**config.mk**
```make
export PLATFORM = sky130hd
export DESIGN_NAME = keygen_key_splitter
export DESIGN_NICKNAME = d
export VERILOG_FILES = /design/src/rtl/keygen_key_splitter_pkg.sv /design/src/rtl/keygen_key_splitter_out_slot.sv /design/src/rtl/keygen_key_splitter.sv
export SDC_FILE = /design/constraint.sdc
export NUM_CORES = 1
export LEC_CHECK = 0
export ABC_AREA = 1
export BUFFER_PORTS_ARGS = -buffer_cell sky130_fd_sc_hd__clkbuf_2
export CAP_MARGIN = 20
export CORE_ASPECT_RATIO = 1.4
export CORE_MARGIN = 4
export CORE_UTILIZATION = 53
export CTS_CLUSTER_DIAMETER = 200
export DETAILED_ROUTE_END_ITERATION = 16
export PLACE_DENSITY_LB_ADDON = 0.2
export SETUP_SLACK_MARGIN = 0.02
export SKIP_LAST_GASP = 1
export SYNTH_ARGS = -nofsm -noshare
export SYNTH_HDL_FRONTEND = slang
export SYNTH_SLANG_ARGS = --single-unit
```
**constraint.sdc**
```tcl
create_clock -name clk -period 3.5 [get_ports clk]
set_clock_uncertainty 0.2 [all_clocks]
set_input_delay 0.35 -clock clk [delete_from_list [all_inputs] [get_ports clk]]
set_output_delay 0.35 -clock clk [all_outputs]
set_load 0.01 [all_outputs]
```
**src/rtl/keygen_key_splitter_pkg.sv**
```systemverilog
// Shared types and tables for the dilithium KEYGEN output splitter.
//   seg_t        : segment identifier carried on the pk/sk tag outputs
//   order_ent_t  : one step of a core's emission order (segment + destinations)
//   ORDER_HP/LR  : emission order of the high-perf and low-res cores
//   seg_words()  : word count of a segment for a security level and word width
package keygen_split_pkg;

    typedef enum logic [2:0] {
        SEG_RHO = 3'd0,
        SEG_K   = 3'd1,
        SEG_TR  = 3'd2,
        SEG_S1  = 3'd3,
        SEG_S2  = 3'd4,
        SEG_T0  = 3'd5,
        SEG_T1  = 3'd6
    } seg_t;

    typedef struct packed {
        seg_t seg;
        logic to_pk;
        logic to_sk;
    } order_ent_t;

    localparam int unsigned ORDER_MAX    = 8;
    localparam int unsigned ORDER_HP_LEN = 7;
    localparam int unsigned ORDER_LR_LEN = 8;

    // High-perf core: rho is emitted once and feeds both key streams.
    // The last entry is padding and is never reached.
    localparam order_ent_t [0:ORDER_MAX-1] ORDER_HP = '{
        '{SEG_RHO, 1'b1, 1'b1},
        '{SEG_K,   1'b0, 1'b1},
        '{SEG_S1,  1'b0, 1'b1},
        '{SEG_S2,  1'b0, 1'b1},
        '{SEG_T1,  1'b1, 1'b0},
        '{SEG_T0,  1'b0, 1'b1},
        '{SEG_TR,  1'b0, 1'b1},
        '{SEG_RHO, 1'b0, 1'b0}
    };

    // Low-res core: rho is emitted twice, first copy for sk, second for pk.
    localparam order_ent_t [0:ORDER_MAX-1] ORDER_LR = '{
        '{SEG_RHO, 1'b0, 1'b1},
        '{SEG_K,   1'b0, 1'b1},
        '{SEG_TR,  1'b0, 1'b1},
        '{SEG_S1,  1'b0, 1'b1},
        '{SEG_S2,  1'b0, 1'b1},
        '{SEG_T0,  1'b0, 1'b1},
        '{SEG_RHO, 1'b1, 1'b0},
        '{SEG_T1,  1'b1, 1'b0}
    };

    // Segment sizes are held in bytes so the word count follows W.
    function automatic int unsigned seg_words(input seg_t seg,
                                              input int unsigned sec_level,
                                              input int unsigned w);
        int unsigned bytes;
        bytes = 0;
        case (seg)
            SEG_RHO, SEG_K, SEG_TR: bytes = 32;
            SEG_S1: bytes = (sec_level == 2) ? 384  : (sec_level == 3) ? 640  : 672;
            SEG_S2: bytes = (sec_level == 2) ? 384  : 768;
            SEG_T1: bytes = (sec_level == 2) ? 1280 : (sec_level == 3) ? 1920 : 2560;
            SEG_T0: bytes = (sec_level == 2) ? 1664 : (sec_level == 3) ? 2496 : 3328;
            default: bytes = 0;
        endcase
        return (bytes * 8) / w;
    endfunction

endpackage

```
**src/rtl/keygen_key_splitter_out_slot.sv**
```systemverilog
// key_out_slot: one-entry valid/ready output register with segment/index tag.
//   clk, rst            : clock, synchronous active-high reset
//   i_load              : capture i_data/i_seg/i_idx this cycle
//   i_data/i_seg/i_idx  : word and tag to capture
//   i_ready             : downstream consumer ready
//   o_valid/o_data/o_seg/o_idx : registered output word and tag
//   o_free              : slot can accept a load this cycle
module key_out_slot
    import keygen_split_pkg::*;
#(
    parameter int unsigned W = 64
) (
    input  logic         clk,
    input  logic         rst,
    input  logic         i_load,
    input  logic [W-1:0] i_data,
    input  seg_t         i_seg,
    input  logic [8:0]   i_idx,
    input  logic         i_ready,
    output logic         o_valid,
    output logic [W-1:0] o_data,
    output seg_t         o_seg,
    output logic [8:0]   o_idx,
    output logic         o_free
);

    logic         r_valid;
    logic [W-1:0] r_data;
    seg_t         r_seg;
    logic [8:0]   r_idx;

    always_ff @(posedge clk) begin
        if (rst) begin
            r_valid <= 1'b0;
            r_data  <= '0;
            r_seg   <= SEG_RHO;
            r_idx   <= '0;
        end else if (i_load) begin
            r_valid <= 1'b1;
            r_data  <= i_data;
            r_seg   <= i_seg;
            r_idx   <= i_idx;
        end else if (i_ready) begin
            r_valid <= 1'b0;
        end
    end

    assign o_valid = r_valid;
    assign o_data  = r_data;
    assign o_seg   = r_seg;
    assign o_idx   = r_idx;
    assign o_free  = !r_valid || i_ready;

endmodule

```
**src/rtl/keygen_key_splitter.sv**
```systemverilog
// keygen_key_splitter: routes the KEYGEN output stream of the dilithium core
// into a public-key stream and a secret-key stream, tagging each word with
// its segment id and index within the segment.
//   clk, rst                        : clock, synchronous active-high reset
//   start                           : arm for one key pair (ignored while busy)
//   in_valid/in_ready/in_data       : word stream from the core
//   pk_valid/pk_ready/pk_data/pk_seg/pk_idx : public-key stream (rho, t1)
//   sk_valid/sk_ready/sk_data/sk_seg/sk_idx : secret-key stream
//   busy                            : armed and key pair not yet complete
//   done                            : one-cycle pulse after last word accepted
module keygen_key_splitter
    import keygen_split_pkg::*;
#(
    parameter int unsigned HIGH_PERF = 1,
    parameter int unsigned SEC_LEVEL = 2,
    parameter int unsigned W         = 64
) (
    input  logic         clk,
    input  logic         rst,
    input  logic         start,
    input  logic         in_valid,
    output logic         in_ready,
    input  logic [W-1:0] in_data,
    output logic         pk_valid,
    input  logic         pk_ready,
    output logic [W-1:0] pk_data,
    output logic [2:0]   pk_seg,
    output logic [8:0]   pk_idx,
    output logic         sk_valid,
    input  logic         sk_ready,
    output logic [W-1:0] sk_data,
    output logic [2:0]   sk_seg,
    output logic [8:0]   sk_idx,
    output logic         busy,
    output logic         done
);

    typedef enum logic [1:0] {
        S_IDLE = 2'd0,
        S_SEG  = 2'd1,
        S_DONE = 2'd2
    } state_t;

    localparam logic [2:0] LAST_POS = (HIGH_PERF != 0) ? 3'(ORDER_HP_LEN - 1)
                                                       : 3'(ORDER_LR_LEN - 1);

    state_t     r_state;
    logic [2:0] r_seg_pos;
    logic [8:0] r_idx;
    logic       r_busy;
    logic       r_done;

    order_ent_t w_ent;
    logic [8:0] w_seg_len;
    logic       w_pk_free;
    logic       w_sk_free;
    logic       w_in_ready;
    logic       w_accept;
    logic       w_last_word;
    logic       w_last_seg;
    seg_t       w_pk_seg;
    seg_t       w_sk_seg;

    // Sizes depend only on parameters, so this folds to a constant mux.
    function automatic logic [8:0] seg_len(input seg_t s);
        return 9'(seg_words(s, SEC_LEVEL, W));
    endfunction

    assign w_ent       = (HIGH_PERF != 0) ? ORDER_HP[r_seg_pos] : ORDER_LR[r_seg_pos];
    assign w_seg_len   = seg_len(w_ent.seg);
    assign w_last_word = (r_idx == w_seg_len - 9'd1);
    assign w_last_seg  = (r_seg_pos == LAST_POS);

    // A word is taken only when every slot it is destined for can load it;
    // high-perf rho therefore waits for both slots.
    assign w_in_ready = (r_state == S_SEG)
                     && (!w_ent.to_pk || w_pk_free)
                     && (!w_ent.to_sk || w_sk_free);
    assign w_accept   = in_valid && w_in_ready;

    always_ff @(posedge clk) begin
        if (rst) begin
            r_state   <= S_IDLE;
            r_seg_pos <= '0;
            r_idx     <= '0;
            r_busy    <= 1'b0;
            r_done    <= 1'b0;
        end else begin
            r_done <= 1'b0;
            case (r_state)
                S_IDLE: begin
                    if (start) begin
                        r_state   <= S_SEG;
                        r_busy    <= 1'b1;
                        r_seg_pos <= '0;
                        r_idx     <= '0;
                    end
                end
                S_SEG: begin
                    if (w_accept) begin
                        if (w_last_word) begin
                            r_idx <= '0;
                            if (w_last_seg) begin
                                r_state   <= S_DONE;
                                r_done    <= 1'b1;
                                r_seg_pos <= '0;
                            end else begin
                                r_seg_pos <= r_seg_pos + 3'd1;
                            end
                        end else begin
                            r_idx <= r_idx + 9'd1;
                        end
                    end
                end
                S_DONE: begin
                    r_state <= S_IDLE;
                    r_busy  <= 1'b0;
                end
                default: begin
                    r_state <= S_IDLE;
                    r_busy  <= 1'b0;
                end
            endcase
        end
    end

    key_out_slot #(.W(W)) u_pk_slot (
        .clk     (clk),
        .rst     (rst),
        .i_load  (w_accept && w_ent.to_pk),
        .i_data  (in_data),
        .i_seg   (w_ent.seg),
        .i_idx   (r_idx),
        .i_ready (pk_ready),
        .o_valid (pk_valid),
        .o_data  (pk_data),
        .o_seg   (w_pk_seg),
        .o_idx   (pk_idx),
        .o_free  (w_pk_free)
    );

    key_out_slot #(.W(W)) u_sk_slot (
        .clk     (clk),
        .rst     (rst),
        .i_load  (w_accept && w_ent.to_sk),
        .i_data  (in_data),
        .i_seg   (w_ent.seg),
        .i_idx   (r_idx),
        .i_ready (sk_ready),
        .o_valid (sk_valid),
        .o_data  (sk_data),
        .o_seg   (w_sk_seg),
        .o_idx   (sk_idx),
        .o_free  (w_sk_free)
    );

    assign pk_seg   = w_pk_seg;
    assign sk_seg   = w_sk_seg;
    assign in_ready = w_in_ready;
    assign busy     = r_busy;
    assign done     = r_done;

endmodule
```
# --- Word-level counts from Yosys, hierarchy flattened ---
# Memories as Yosys holds them, arrays and structs flattened.
# Index checks and enable logic that the tools add are counted.
totals:
  in_bits: 70
  memories: 1
  wordCells: 84
  output_inout_bits: 157
  romBits: 40
  reg_bits: 170
memory_table:
  columns: ["memory", "depth", "width", "rd", "rd_ports_with_merged_regs", "write_ports", "line_no", "text"]
  rows:
  - ["(name not given)", 8, 5, 1, 0, 0, "keygen_key_splitter.sv:69", "assign w_ent = (HIGH_PERF != 0) ? ORDER_HP[r_seg_pos] : ORDER_LR[r_seg_pos];"]
op_classes:
  n_lt_le_gt_ge: 1
  muxes: 24
  n_addsub: 3
  bitwise_logic: 4
  reduce_logical: 25
  eq_ne: 13
op_table:
  columns: ["operator", "count"]
  rows:
  - ["$pmux 11 s4", 1]
  - ["$mux 9", 3]
  - ["$pmux 9 s2", 1]
  - ["$eq 3x3->1 const B", 4]
  - ["$mux 3", 4]
  - ["$mux 5", 2]
  - ["$add 9x1->9 const B", 1]
  - ["$eq 9x9->1", 1]
  - ["$sub 9x1->9 const B", 1]
  - ["$mux 2", 4]
  - ["$ne 2x2->1 const B", 4]
  - ["$reduce_and 4->1", 2]
  - ["$eq 3x2->1 const B", 2]
  - ["$mux 1", 6]
  - ["$pmux 3 s2", 1]
  - ["$reduce_bool 2->1", 3]
  - ["$logic_and 1x1->1", 5]
  - ["$ge 4x4->1 const B", 1]
  - ["$logic_not 1->1", 4]
  - ["$logic_or 1x1->1", 4]
  - ["$not 3->4", 1]
  - ["$pmux 2 s2", 1]
  - ["$reduce_or 4->1", 1]
  - ["$add 3x1->3 const B", 1]
  - ["other kinds (10)", 12]

# --- Longest topological paths before layout ---
# Gate-level depths: netlist of run 1.
logic_depth:
  ltp_word: 12
  depth_mapped: 15
  depth_no_buf: 15

# --- By module ---
# From an unflattened synthesis of run 1, not the netlist that was laid out.
unflattened:
  hier_cells: 847
  hier_area_um2: 6583.8
modules_own_cells:
  columns: ["module", "cells_per_inst", "n_inst", "seq_area_each_um2", "area_per_inst_um2"]
  rows:
  - ["key_out_slot", 334, 2, 1541.5, 2688.8]
  - ["keygen_key_splitter", 179, 1, 320.3, 1206.2]

# --- Least setup slack after synthesis of run 1 ---
# No wires, ideal clock.
synth_timing:
  path_type: "reg-to-reg"
  from: "register r_seg_pos[1]"
  to: "register u_sk_slot.r_data[39] (netlist: u_sk_slot.o_data[39])"
  arrival_time_ns: 1.890
  t_required_ns: 3.184
  n_path_buf: 2
  slack_ns: 1.295
  stages_incl_launch_ff: 13
  setup_time_ns: 0.116
  period_less_slack_ns: 2.205
  path_cell_list: "dfxtp_1 > inv_1 > ha_1 > inv_1 > a21oi_1 > nor2_4 > nand2_4 > a21oi_4 > inv_2 > buf_6 > buf_6 > nor2_1 > nor2_1"
synth_via:
  elab_chain_cells: 10
  word_cells_on_any_way: 12
  cone_classes: "mux (2); bitwise (1); reduce/logical (8); memory (1)"
synth_rtl:
  columns: ["element", "line_no", "text"]
  rows:
  - ["start: declaration", "keygen_key_splitter.sv:48", "logic [2:0] r_seg_pos;"]
  - ["start signal: assignment", "keygen_key_splitter.sv:108", "r_seg_pos <= r_seg_pos + 3'd1;"]
  - ["$not 3->4 (*)", null, null]
  - ["$mem_v2 8x5 (*)", null, null]
  - ["$mux 5 (implied by the code) (*) (2 in series)", "keygen_key_splitter.sv:69", null]
  - ["$logic_not 1->1", "keygen_key_splitter.sv:77", "&& (!w_ent.to_pk || w_pk_free)"]
  - ["$logic_or 1x1->1", "keygen_key_splitter.sv:77", null]
  - ["$logic_and 1x1->1", "keygen_key_splitter.sv:77", null]
  - ["$logic_and 1x1->1 (*)", "keygen_key_splitter.sv:78", "&& (!w_ent.to_sk || w_sk_free);"]
  - ["via in_ready", "keygen_key_splitter.sv:22", "output logic in_ready,"]
  - ["$logic_and 1x1->1 (*)", "keygen_key_splitter.sv:79", "assign w_accept = in_valid && w_in_ready;"]
  - ["$logic_and 1x1->1 (*)", "keygen_key_splitter.sv:145", ".i_load (w_accept && w_ent.to_sk),"]
  - ["end signal: assignment", "keygen_key_splitter_out_slot.sv:40", "r_data <= i_data;"]
  - ["end: declaration", "keygen_key_splitter_out_slot.sv:28", "logic [W-1:0] r_data;"]
# Mark *: on every way through the listed nets, which the timed path passes. The rest lies on a longest branch. The select of a mux whose other input is x is not followed.
# A chain may end at the register's enable or synchronous reset.

# --- Worst setup path after layout of run 1 ---
layout_timing:
  from: "register r_seg_pos[1]"
  to: "register u_pk_slot.r_data[52] (netlist: u_pk_slot.o_data[52])"
layout_via:
  elab_chain_cells: 10
  word_cells_on_any_way: 12
  cone_classes: "mux (2); bitwise (1); reduce/logical (8); memory (1)"
layout_rtl:
  columns: ["element", "line_no", "text"]
  rows:
  - ["$not 3->4 (*)", null, null]
  - ["$mem_v2 8x5 (*)", null, null]
  - ["$mux 5 (implied by the code) (*) (2 in series)", "keygen_key_splitter.sv:69", null]
  - ["$logic_not 1->1", "keygen_key_splitter.sv:77", null]
  - ["$logic_or 1x1->1", "keygen_key_splitter.sv:77", null]
  - ["$logic_and 1x1->1", "keygen_key_splitter.sv:77", null]
  - ["$logic_and 1x1->1", "keygen_key_splitter.sv:78", null]
  - ["$logic_and 1x1->1", "keygen_key_splitter.sv:79", null]
  - ["$logic_and 1x1->1 (*)", "keygen_key_splitter.sv:130", ".i_load (w_accept && w_ent.to_pk),"]
  - ["end signal: assignment", "keygen_key_splitter_out_slot.sv:40", null]
  - ["end: declaration", "keygen_key_splitter_out_slot.sv:28", null]
# Mark *: on every way between the ends. The rest lies on a longest branch, timed or not. The select of a mux whose other input is x is not followed.

==> results of run 1 <==
[cell type report]
| cell class | instances | area [um^2] | area share [%] |
|---|---|---|---|
| inverters | 31 | 118 | 1.36 |
| well taps | 147 | 184 | 2.13 |
| multi-input cells | 551 | 2540 | 29.5 |
| flip-flops and latches | 170 | 3400 | 39.4 |
| repair buffers | 295 | 1830 | 21.2 |
| clock inverters | 12 | 110 | 1.28 |
| clock buffers | 19 | 443 | 5.13 |
[power by group]
group	switching (mW)	internal (mW)	total (mW)
logic	0.359	0.240	0.599
clock network	0.796	0.949	1.75
registers	0.0677	2.06	2.13
[state kept, by name, summed over array words and instances, names as in the netlist]
signal and cells:
u_pk_slot.o_idx 9, u_pk_slot.o_seg 3, u_sk_slot.o_valid 1, r_seg_pos 3, u_pk_slot.o_data 64, u_sk_slot.o_idx 9
u_pk_slot.o_valid 1, r_idx 9, u_sk_slot.o_data 64, r_state 2, busy 1, done 1
u_sk_slot.o_seg 3
[worst max-delay path by stage]
stage	start	end	slack (ns)	cells after the start
after floorplan	r_seg_pos[1]	u_sk_slot.o_data[39]	1.29	12
after global placement	r_seg_pos[1]	u_sk_slot.o_data[1]	0.87	11
after detailed placement	r_seg_pos[1]	u_sk_slot.o_data[62]	0.82	11
after CTS	r_seg_pos[1]	u_sk_slot.o_data[62]	0.78	11
after global routing	r_seg_pos[1]	u_pk_slot.o_seg[0]	0.49	10
final	r_seg_pos[1]	u_pk_slot.o_data[52]	0.76	10
[cell usage in the layout, fill, tap and decap left out, types with 3 or more instances in the layout]
| cell | instances |
|---|---|
| clkbuf_2 | 226 |
| clkbuf_16 | 17 |
| dfxtp_1 | 170 |
| ha_1 | 9 |
| buf_4 | 6 |
| inv_6 | 4 |
| nand2_1 | 32 |
| nor2_1 | 274 |
| nand3_1 | 11 |
| xor2_1 | 5 |
| nor3_1 | 6 |
| nand2_2 | 3 |
| clkinv_4 | 6 |
| nand4_1 | 4 |
| inv_1 | 24 |
| a21oi_1 | 32 |
| o21ai_0 | 156 |
| inv_2 | 6 |
| dlygate4sd3_1 | 61 |
[repair_timing]
action	4_1_cts	5_1_grt
hold endpoints to repair	113	0
setup endpoints to repair	0	0
hold buffers	61	0
[critical path: stages, from the launching register on]
cell     delay (ns)
dfxtp_1        0.40
inv_1          0.14
ha_1           0.31
inv_1          0.12
a21oi_1        0.11
nor2_4         0.18
nand2_4        0.10
nor2_4         0.10
buf_4          0.63
o21ai_0        0.21
nor2_1         0.15
[metrics by stage]
step | power [mW] | std cells | worst slack (ns) | hold WS [ns] | utilization (%)
final | 4.47 | 1225 | 0.761 | 0.0196 | 73.4
after global routing | 4.67 | 1225 | 0.491 | 0.0111 | 73.4
after CTS | 4.50 | 1225 | 0.778 | 0.0103 | 73.4
after detailed placement | 2.71 | 1133 | 0.815 | 0.282 | 63.5
after global placement | 2.70 | 1133 | 0.869 | 0.277 | 63.5
after floorplan | 2.47 | 803 | 1.29 | 0.261 | -
[logic make-up (layout without fill, tap and decap cells)]
kind of cell | Yosys count | after routing
simple gates | 339 | 339
compound gates | 196 | 196
flops | 170 | 170
buf+inv | 82 | 357
fa+ha+maj | 9 | 9
xor+xnor | 7 | 7
[metal layers]
layer / vias up / GRT usage, %
li1: 3122 / -
met1: 2866 / 31.2
met2: 227 / 46.5
met3: 42 / 6.18
met4: 0 / 10.4
met5: - / 0
==> impl_metrics.json, run 1 <==
{
  "synthMuxAreaShare_pct": 0,
  "power.density_nw_per_um2": 519,
  "synth.most_common_cell": "nor2_1",
  "vias": 6257,
  "yosys.area_share.simple_pct": 21.3,
  "synthAdderAreaFrac_pct": 1.78,
  "htreeDepth": 4,
  "initial_core_util_pct": 53.9,
  "io_pins": 227,
  "netlist_area_um2": 6340,
  "synth_cells": 803,
  "place_congestion": 0.848,
  "ys_seq_area_share_pct": 53.7,
  "fp.dieH_um": 137,
  "clockRootBuffer": "clkbuf_16",
  "detail_route.wl_per_cell_um": 15.0,
  "worstPathArrival_ns": 2.88,
  "syn_area_per_cell_um2": 7.90,
  "ys.flop_type": "dfxtp_1",
  "place_hpwl_mm": 11.8,
  "status": "completed",
  "synth_area_leaders": "dfxtp_1, nor2_1, o21ai_0",
  "slew_headroom_pct": 46.7,
  "antenna_left": 0,
  "drtIter0Drc": 289,
  "synth_top_area_share_pct": 53.7,
  "holdCritStartpoint": "in_data[48]",
  "yosysTopAreaCell": "dfxtp_1",
  "synth_top_family_by_area": "simple AND/OR/NAND/NOR gates",
  "clockBufferDepth": 2,
  "setup_viol": 0,
  "drc": 0,
  "hold_class": "in -> reg",
  "max_freq_ghz": 0.365,
  "m1WireLength_mm": 7.16,
  "final_hold_viol_count": 0,
  "hold_path_end": "u_sk_slot.o_data[48]",
  "ys_ff_latch": 170,
  "grt_max_degree": 88,
  "die_x_um": 100,
  "totalWireLength_mm": 18.3,
  "path_clk_slew_ns": 0.07,
  "groute.usage.overall_pct": 26.5,
  "fill_cells": 953,
  "rrSetupSlack_ns": 0.76,
  "die-area_um2": 13800,
  "cp-end-kind": "flip-flop",
  "cts_tree": "yes",
  "rr_worst_depth": 10,
  "grt-ovfl-total": 0,
  "finalInstanceArea_um2": 8630,
  "yosys-top-cells-count": "nor2_1, dfxtp_1, o21ai_0",
  "numCtsBuffers": 17,
  "required_ns": 3.64,
  "synth_cell_types": 31,
  "synth_xor_xnor_area_share_pct": 0.967,
  "critPathKind": "reg -> reg",
  "crit_fanout": 87,
  "finalCritPeriodShare_pct": 78.2,
  "top_layer_used": "met4",
  "synthesis.yosys.warnings": 0,
  "core_area_um2": 11800,
  "leakage_nw": 4.21,
  "postCtsSetupBuffers": 0,
  "r2r_end": "u_pk_slot.o_data[52]",
  "setup_tns_ns": 0,
  "area_growth_pct": 36.1,
  "synth_compound_area_share_pct": 16.1,
  "antenna_cells": 0,
  "synthArstFlopShare_pct": 0,
  "clkSinkCount": 170,
  "insertion_delay_ns": 0.41,
  "port_buffers": 226,
  "rsz0062_at_grt": "false",
  "post_dp_cell_area_um2": 7470,
  "irDropWorstVdd_v": 0.000306,
  "synth_edf_count": 0,
  "synth.net_count": 882,
  "dr.pass1.iters": 5,
  "final_nets": 1145,
  "holdPathStages": 3,
  "r2r_start": "r_seg_pos[1]",
  "first_global_vias": 6110,
  "rows": 47,
  "avgViaCountPerCell": 5.11,
  "final_layout_size_suffix_gt1_share_pct": 26.3,
  "grt_pass1_wl_mm": 29.5,
  "crit_path_start_kind": "flip-flop",
  "worst_slew_pin_slew_ns": 0.799,
  "finalCriticalPeriod_ns": 2.74,
  "antenna_found_initial": 0,
  "cts-resized-gates": 0,
  "routed-wl-met3_mm": 1.12,
  "timing.final.max_slew_violations": 0,
  "wl_met2_mm": 9.52,
  "drv_cap": 0
}
Note: power is estimated with default switching activity, not from simulation.
==> run 2, diff against run 1 <==
--- a/config.mk
+++ b/config.mk
@@ -10,7 +10,7 @@
 export CAP_MARGIN = 20
 export CORE_ASPECT_RATIO = 1.4
 export CORE_MARGIN = 4
-export CORE_UTILIZATION = 53
+export CORE_UTILIZATION = 49
 export CTS_CLUSTER_DIAMETER = 200
 export DETAILED_ROUTE_END_ITERATION = 16
 export PLACE_DENSITY_LB_ADDON = 0.2
==> constraint.sdc (replaced) <==
create_clock -name clk -period 2.59 [get_ports clk]
set_clock_uncertainty 0.2 [all_clocks]
set_input_delay 0.259 -clock clk [delete_from_list [all_inputs] [get_ports clk]]
set_output_delay 0.259 -clock clk [all_outputs]
set_load 0.01 [all_outputs]
==> run 2 against run 1 <==
Global-route usage decreased by 1.2 points; wire length grew 3.2%; clock-buffer cell count did not move; register-to-register slack got worse by 0.53 ns; clock power increased by 35%; critical path depth grew 2; worst hold slack gained 0.14 ns; design area is 2.5% higher; via count is 0.82% higher; utilization is 2.5 points lower; sequential share of layout area decreased by 0.97 points; critical path type unchanged; critical endpoint is now u_sk_slot.o_data[62]; largest cell class unchanged.
==> impl_metrics.json, run 2 (same netlist as run 1, synthesis figures left out) <==
{
  "final_layout_size_suffix_gt1_share_pct": 26.9,
  "finalCriticalPeriod_ns": 2.36,
  "first_global_vias": 6406,
  "rows": 48,
  "timing.final.max_slew_violations": 0,
  "totalWireLength_mm": 18.9,
  "initial_core_util_pct": 50.8,
  "path_clk_slew_ns": 0.07,
  "insertion_delay_ns": 0.41,
  "status": "completed",
  "antenna_found_initial": 0,
  "power.total_mw": 6.10,
  "avgViaCountPerCell": 5.06,
  "place_ws_ns": 0.227,
  "finalInstanceArea_um2": 8850,
  "htreeDepth": 4,
  "place_congestion": 0.931,
  "groute.usage.overall_pct": 25.3,
  "fp.dieH_um": 143,
  "final_cell_mix": "nor2_1, clkbuf_2, dfxtp_1",
  "cts_tree": "yes",
  "max_stage_delay_ns": 0.40,
  "cts-resized-gates": 0,
  "grt_pass1_wl_mm": 31.0,
  "postCtsHoldBufs": 68,
  "setup_viol": 0,
  "critPathKind": "reg -> reg",
  "finalCritPeriodShare_pct": 91.1,
  "final_nets": 1163,
  "power.density_nw_per_um2": 689,
  "cp-end-kind": "flip-flop",
  "final_hold_viol_count": 0,
  "postCtsSetupBuffers": 0,
  "clockRootBuffer": "clkbuf_16",
  "crit_fanout": 23,
  "leakage_nw": 4.30,
  "place_hpwl_mm": 12.4,
  "antenna_cells": 0,
  "rsz0062_at_grt": "false",
  "hold_class": "in -> reg",
  "grt_max_degree": 75,
  "io_pins": 227,
  "post_dp_cell_area_um2": 7610,
  "layout_commonest_cell": "nor2_1",
  "detail_route.wl_per_cell_um": 15.2,
  "instances_no_fill": 1247,
  "max_freq_ghz": 0.424,
  "drc": 0,
  "path_cells": "inv_1 -> ha_1 -> inv_1 -> a21oi_1 -> nor2_4 -> nand2_4 -> a21oi_4 -> buf_12 -> inv_2 -> buf_4 -> nor2_1 -> nor2_1",
  "worstPathArrival_ns": 2.47,
  "required_ns": 2.70,
  "port_buffers": 226,
  "numCtsBuffers": 17,
  "clkSinkCount": 170,
  "clockBufferDepth": 2,
  "critPathSlowestCell": "dfxtp_1",
  "core_area_um2": 12500,
  "dr.pass1.iters": 5,
  "drv_cap": 0,
  "setup_tns_ns": 0,
  "antenna_left": 0,
  "slew_headroom_pct": 65.7,
  "setup_slack_ns": 0.230,
  "worst_slew_pin_slew_ns": 0.514,
  "placedCellCount": 1147,
  "drtIter0Drc": 210,
  "crit_path_start_kind": "flip-flop",
  "vias": 6308,
  "die-area_um2": 14900,
  "area_growth_pct": 39.5,
  "grt-ovfl-total": 0,
  "irDropWorstVdd_v": 0.000411,
  "die_x_um": 104
}
## run 2: cell type report
| type | count | area, um^2 |
|---|---|---|
| clock buffer | 19 | 443 |
| clock inverter | 13 | 109 |
| fill | 978 | 3640 |
| inverter | 31 | 118 |
| multi-input combinational | 551 | 2540 |
| sequential | 170 | 3400 |
| tap | 150 | 188 |
| timing repair buffer | 313 | 2040 |
## run 2: worst max-delay path: cells and delay by family (launching register included)
kind	cells	cell delay (ns)
AO/OA/AOI/OAI	2	0.25
adder cells (fa/ha/maj)	1	0.31
buffers and inverters	5	0.64
flip-flops	1	0.40
AND/OR/NAND/NOR	4	0.42
## run 2: path summary, 6_finish.rpt
path                                    from                    to  slack, ns  cells past startpoint
worst max-delay path            r_seg_pos[0]  u_sk_slot.o_data[62]       0.23                     12
worst max register to register  r_seg_pos[0]  u_sk_slot.o_data[62]       0.23                     12
worst min-delay path                in_valid              r_idx[2]       0.15                      4
worst min register to register      r_idx[1]              r_idx[1]       0.30                      2
## run 2: per-layer routing
metal  wire length [um]  share of wire [%]  vias to the layer above  GRT usage, %
li1                   -                  -                     3156             -
met1               7520                 40                     2891          28.4
met2               9520                 50                      217          44.7
met3               1230                6.5                       44          7.33
met4                639                3.4                        0          11.6
met5                  0                  0                        -             0
## run 2: power by group
part           switching [mW]  total [mW]  internal [mW]  leakage (nW)
clock network            1.10        2.37           1.28         0.263
registers              0.0876        2.88           2.79          1.39
logic                   0.494       0.849          0.355          2.65
total                    1.68        6.10           4.42          4.30
## run 2: per-stage QoR
| stage | hold slack [ns] | utilization, % |
|---|---|---|
| floorplan | 0.194 | - |
| global placement | 0.282 | 61.0 |
| detailed placement | 0.293 | 61.0 |
| CTS | 0.130 | 70.8 |
| global route | 0.149 | 70.8 |
| finish | 0.155 | 70.8 |
